[config.mk]
export PLATFORM = sky130hd
export DESIGN_NAME = vpu_max_reduce_seq
export DESIGN_NICKNAME = d
export VERILOG_FILES = /design/src/rtl/vpu_max_reduce_seq.sv
export SDC_FILE = /design/constraint.sdc
export NUM_CORES = 1
export LEC_CHECK = 0
export CAP_MARGIN = 40
export CORE_MARGIN = 4
export CORE_UTILIZATION = 35
export DETAILED_ROUTE_END_ITERATION = 7
export PLACE_DENSITY = 0.83
export SYNTH_ARGS = -nofsm -noshare
export SYNTH_HDL_FRONTEND = slang
export SYNTH_SLANG_ARGS = --single-unit
[constraint.sdc]
create_clock -name clk -period 2.83 [get_ports clk]
set_input_delay 0.566 -clock clk [delete_from_list [all_inputs] [get_ports clk]]
set_output_delay 0.566 -clock clk [all_outputs]
set_load 0.02 [all_outputs]
[src/rtl/vpu_max_reduce_seq.sv]
// vpu_max_reduce_seq: folds an N-element unsigned vector, two elements per beat, through one external MAX ALU into a running max; ports: start/len/abort control, in_* beat stream, alu_* operand/result, res_* result handshake
module vpu_max_reduce_seq #(
  parameter int OPERAND_WIDTH   = 32,
  parameter int SRAM_R_PORT_CNT = 3,
  parameter int LEN_WIDTH       = 16
) (
  input  logic                         clk,
  input  logic                         rst_n,
  input  logic                         start_i,
  input  logic [LEN_WIDTH-1:0]         len_i,
  input  logic                         abort_i,
  output logic                         busy_o,
  input  logic                         in_valid_i,
  output logic                         in_ready_o,
  input  logic [2*OPERAND_WIDTH-1:0]   in_data_i,
  output logic                         alu_en_o,
  output logic [OPERAND_WIDTH-1:0]     alu_op_0_o,
  output logic [OPERAND_WIDTH-1:0]     alu_op_1_o,
  output logic [OPERAND_WIDTH-1:0]     alu_op_2_o,
  output logic [SRAM_R_PORT_CNT-1:0]   alu_op_valid_o,
  input  logic [OPERAND_WIDTH-1:0]     alu_result_i,
  output logic                         res_valid_o,
  output logic [OPERAND_WIDTH-1:0]     res_data_o,
  input  logic                         res_ready_i
);
  typedef enum logic [1:0] {IDLE, RUN, DONE} state_t;
  localparam logic [LEN_WIDTH-1:0] TWO = LEN_WIDTH'(2);
  state_t                 state_q, state_d;
  logic [OPERAND_WIDTH-1:0] acc_q, acc_d;
  logic [LEN_WIDTH-1:0]   rem_q, rem_d;
  logic                   fire;
  logic                   pair;
  always_comb begin
    state_d = state_q;
    acc_d   = acc_q;
    rem_d   = rem_q;
    fire    = in_valid_i & (state_q == RUN);
    pair    = rem_q >= TWO;
    if (state_q == IDLE && start_i) begin
      state_d = (len_i != '0) ? RUN : DONE;
      acc_d   = '0;
      rem_d   = len_i;
    end else if (abort_i && state_q != IDLE) begin
      state_d = IDLE;
      acc_d   = '0;
      rem_d   = '0;
    end else if (fire) begin
      acc_d   = alu_result_i;
      rem_d   = rem_q - (pair ? TWO : rem_q);
      state_d = (rem_q <= TWO) ? DONE : RUN;
    end else if (state_q == DONE && res_ready_i) begin
      state_d = IDLE;
    end
  end
  always_ff @(posedge clk or negedge rst_n) begin
    if (!rst_n) begin
      state_q <= IDLE;
      acc_q   <= '0;
      rem_q   <= '0;
    end else begin
      state_q <= state_d;
      acc_q   <= acc_d;
      rem_q   <= rem_d;
    end
  end
  assign busy_o         = state_q != IDLE;
  assign in_ready_o     = state_q == RUN;
  assign alu_en_o       = fire;
  assign alu_op_0_o     = fire ? acc_q : '0;
  assign alu_op_1_o     = fire ? in_data_i[OPERAND_WIDTH-1:0] : '0;
  assign alu_op_2_o     = fire ? in_data_i[2*OPERAND_WIDTH-1:OPERAND_WIDTH] : '0;
  // op_2 is only qualified when a second element remains; an odd tail ignores b
  assign alu_op_valid_o = fire ? {pair, {(SRAM_R_PORT_CNT-1){1'b1}}} : '0;
  assign res_valid_o    = state_q == DONE;
  assign res_data_o     = (state_q == DONE) ? acc_q : '0;
endmodule

# Word-level counts from Yosys, hierarchy flattened
# Cells that the tools add are included.
# word_totals
out_inout_bits,135
in_bits,118
ff_bits,50
# op_classes
n_bitwise,1
n_eq_ne,2
n_reduce_logical,8
order_cmp,2
n_mux,18
add_sub_neg,1
# ops
cell,n
32-bit 2-to-1 mux,7
16-bit 2-to-1 mux,4
"16-bit by 2-bit >= comparator with 1-bit output, second input constant",1
"16-bit by 2-bit less-or-equal comparator with 1-bit output, second input constant",1
16-bit nonzero test,1
16-bit subtractor,1
2-bit 2-to-1 mux,6
4-bit nonzero test,1
1-bit logical AND,3
3-bit 2-to-1 mux,1
3-bit nonzero test,1
"2-bit by 1-bit equality test with 1-bit output, second input constant",1
"2-bit equality test, second input constant",1
2-bit logical NOT,1
2-bit nonzero test,1
1-bit bitwise AND,1

# Depth between registers and ports, before layout
# depth
ltp_word,6
ltp_mapped,12
depth_no_buf,10

# Least setup slack after synthesis
# No wires, ideal clock.
# synth_path
path_type,register -> register
from,reg rem_q[13]
to,reg rem_q[10]
arrival_ns,2.192
n_path_buf,1
setup_slack_ns,0.507
path_stages_with_launch,11
path_cell_list,dfrtp_1 -> or4_1 -> nor3_2 -> nand2_1 -> nand2b_1 -> ha_1 -> or4_1 -> clkbuf_1 -> o21ai_0 -> a21oi_1 -> a21oi_1
# synth_via
elab_chain_len,6
# synth_lines
element,line,text
start: declaration,30,"logic [LEN_WIDTH-1:0] rem_q, rem_d;"
start signal: assignment,63,rem_q <= rem_d;
16-bit by 2-bit >= comparator with 1-bit output,38,pair = rem_q >= TWO;
16-bit 2-to-1 mux,49,rem_d = rem_q - (pair ? TWO : rem_q);
16-bit subtractor,49,
16-bit 2-to-1 mux,47,end else if (fire) begin
16-bit 2-to-1 mux,43,end else if (abort_i && state_q != IDLE) begin
16-bit 2-to-1 mux,39,if (state_q == IDLE && start_i) begin
# Every way passes these cells. The select of a mux whose other input is x is not followed.
# A chain may end at the register's enable or synchronous reset.

# Worst setup path in the final report
# layout_path
from,reg state_q[0]
to,out res_data_o[4]
# layout_via
elab_chain_len,2
# layout_lines
element,line,text
start: declaration,28,"state_t state_q, state_d;"
start signal: assignment,61,state_q <= state_d;
2-bit equality test,75,assign res_data_o = (state_q == DONE) ? acc_q : '0;
32-bit 2-to-1 mux,75,
end: declaration,23,"output logic [OPERAND_WIDTH-1:0] res_data_o,"
# Every way passes these cells.

==> impl_metrics.csv <==
group,metric,value,unit
setup_path,worstSetupEndpointType,"output pin",
sta,worst_pin_slew,0.6974,ns
sta,fin_crit,2.639,ns
floorplan,die_h,106.2,um
power_and_ir_drop,power.density,680.2,nW/um^2
global_route,grt_max_degree,98,
floorplan,dieArea,11290,um^2
route,vias,4215,
setup_path,slowest_stage,"clkdlybuf4s50_1",
clock_network,post_cts_buffers,0,
placed_design,place_congestion,0.9175,
setup_path,crit_path_max_incr_delay,0.62,ns
global_route,grt_pass1_wl,23.41,mm
layout,layout-drive-gt1-share,0.05954,
layout,multi_input_area,1951,um^2
power_and_ir_drop,clkPwrFrac,0.122,
clock_network,clockBufferDepth,2,
setup_path,crit_family,"buffers and inverters",
power_and_ir_drop,fin_total_pwr,4188,uW
power_and_ir_drop,swShare,0.4526,
floorplan,io_pins,253,
synthesis,async_reset_ff_frac,1.000,
clock_network,cts_tree,"built",
power_and_ir_drop,power_switching,1896,uW
layout,mostFrequentLayoutCell,"clkdlybuf4s50_1",
sta,hold_viol,0,
floorplan,core_area,9328,um^2
sta,slew_violations,0,
layout,nets,773,
clock_network,cts.clk_slew.worst_paths,0.10,ns
global_route,grt_pass1_vias,4072,
layout,area_growth,82.26,%
synthesis,syn_nets,539,
synthesis,yosysSeqAreaShare,0.3704,
sta,rsz0062_at_grt,"false",
synthesis,synth-edff-count,0,
global_route,antenna_found_initial,0,
placed_design,io_buffers,252,
clock_network,cts_max_level,2,
power_and_ir_drop,ir_drop,0.5490,mV
synthesis,synth-seq-cells,50,
route,wire_per_inst,19.04,um
sta,clock_skew,0.007809,ns
clock_network,cts-root-buf,"clkbuf_8",
floorplan,die_x,106.2,um
layout,seq_area,1252,um^2
layout,final_cell_mix,"clkdlybuf4s50_1, and3_1, nand2_1, dfrtp_1, a21oi_1",
layout,fill_cells,788,
route,dr.pass1.iters,4,
sta,min_period_over_period,0.9324,
synthesis,synth.avg_cell_area,8.043,um^2
clock_network,cts_sinks,50,
run_status,status,"finished clean",
route,viasPerCell,5.376,
worst_hold_path,hold_class,"input pin to asynchronous set/reset pin",
synthesis,synth_warnings,0,
route,wl,14.93,mm
placed_design,dpl.hpwl,11.51,mm
floorplan,start_util,0.3622,
route,drt_iter0_drc,229,
synthesis,synth_cell_types,46,
setup_path,timing.critical_path.buf_inv,3,
synthesis,syn_inst,420,
synthesis,ys.flop_type,"dfrtp_1",
sta,fin_tns_setup,0,ns
route,detail-route-antenna-nets,0,
global_route,gr-usage-all-layers,0.2588,
setup_path,required,2.26,ns
setup_path,critPathMaxFanout,26,
setup_path,cp-start-kind,"flop",
sta,timing.fmax,0.3790,GHz
route,drc,0,
placed_design,pre_cts_ws,0.2730,ns
power_and_ir_drop,combPwrFrac,0.608,
setup_path,cpMostUsedCell,"buf_4",
clock_network,cts_buffers,5,
layout,n_antenna_cell,0,
clock_network,insertion_delay,0.31,ns
synthesis,netlist_area,3378,um^2
setup_path,path_class,"flop to output pin",
power_and_ir_drop,total_leakage_power,0.002783,uW
sta,setup_violations,0,
floorplan,rows,35,
sta,setup_slack,0.1913,ns
setup_path,crit_chain,"buf_4 > nor2b_2 > buf_4 > and2_1 > clkdlybuf4s50_1",
sta,slew_headroom,0.5351,
global_route,grt_overflow,0,
setup_path,crit_arrival,2.07,ns
power_and_ir_drop,seqPwrFrac,0.270,
flow_run,max_cap_viol_count,0,
power_and_ir_drop,internal_power,2292,uW
layout,final_util,0.6601,
## final timing paths
| check | cells past startpoint | slack, ns | from | to |
|---|---|---|---|---|
| worst max register to register | 10 | 0.30 | rem_q[13] | rem_q[6] |
| worst max-delay path | 5 | 0.19 | state_q[0] | res_data_o[4] |
| worst min-delay path | 1 | 0.29 | rst_n | rem_q[7] |
| worst min register to register | 1 | 0.50 | rem_q[7] | rem_q[7] |
| max in group asynchronous | 2 | 1.89 | rst_n | state_q[1] |
| min in group clk | 1 | 0.50 | rem_q[7] | rem_q[7] |
## timing repair
item,in CTS,in global routing
hold buffers,0,0
setup endpoints to repair,1,8
resized for setup,2,2
endpoints found under the hold margin,0,0
## layer usage
layer  GRT usage  share of wire  vias up
met4     0.05643          0.021        0
met1      0.3340           0.40     2000
met5           0              0        -
li1            -              -     1973
met2      0.4457           0.50      216
met3     0.05343          0.076       26
## cells by family after synthesis
| logic type | after synthesis | synth area share |
|---|---|---|
| AO/OA/AOI/OAI | 95 | 0.1870 |
| adder cells (fa/ha/maj) | 1 | 0.003703 |
| buffers and inverters | 46 | 0.05704 |
| flip-flops | 50 | 0.3704 |
| other | 1 | 0.001110 |
| AND/OR/NAND/NOR | 227 | 0.3807 |
## Yosys cell counts, types with 4 or more instances
cell type  count  area share
nand2_1       54       0.060
a21o_1         4      0.0089
a21oi_1       37       0.055
nor2_1        12       0.013
o21ai_0       10       0.015
nor2b_1        4      0.0074
a22o_1        19       0.049
inv_1          4      0.0044
clkbuf_1      35       0.039
or4_1          4      0.0089
buf_2          4      0.0059
dfrtp_1       50        0.37
and3_1        96        0.18
and2_1        32       0.059
nor4_1         5      0.0093
## state kept, by name (all words and copies together), names as in the netlist
name / flops
acc_q: 32
state_q: 2
rem_q: 16
## metrics by stage
step	hold WS (ns)	cell area, um^2	instances
after floorplan	0.2704	3378	420
after global placement	0.4775	6037	776
after detailed placement	0.4835	6037	776
after CTS	0.3102	6152	784
after global routing	0.3367	6157	784
final	0.2913	6157	784
## power groups by stage
stage	clock (uW)	sequential (uW)	combinational (uW)
floorplan	0	1050	1560
global placement	0	1120	2430
detailed placement	0	1130	2500
CTS	524	1120	2520
global route	560	1160	2760
finish	511	1130	2550
## layout make-up
type | count | area share
Clock buffer | 6 | 0.01179
Timing Repair Buffer | 269 | 0.4332
Sequential cell | 50 | 0.2034
Clock inverter | 2 | 0.006096
Inverter | 4 | 0.002439
Tap cell | 129 | 0.02621
Multi-Input combinational cell | 324 | 0.3168
Power figures use the tool's default switching activity.
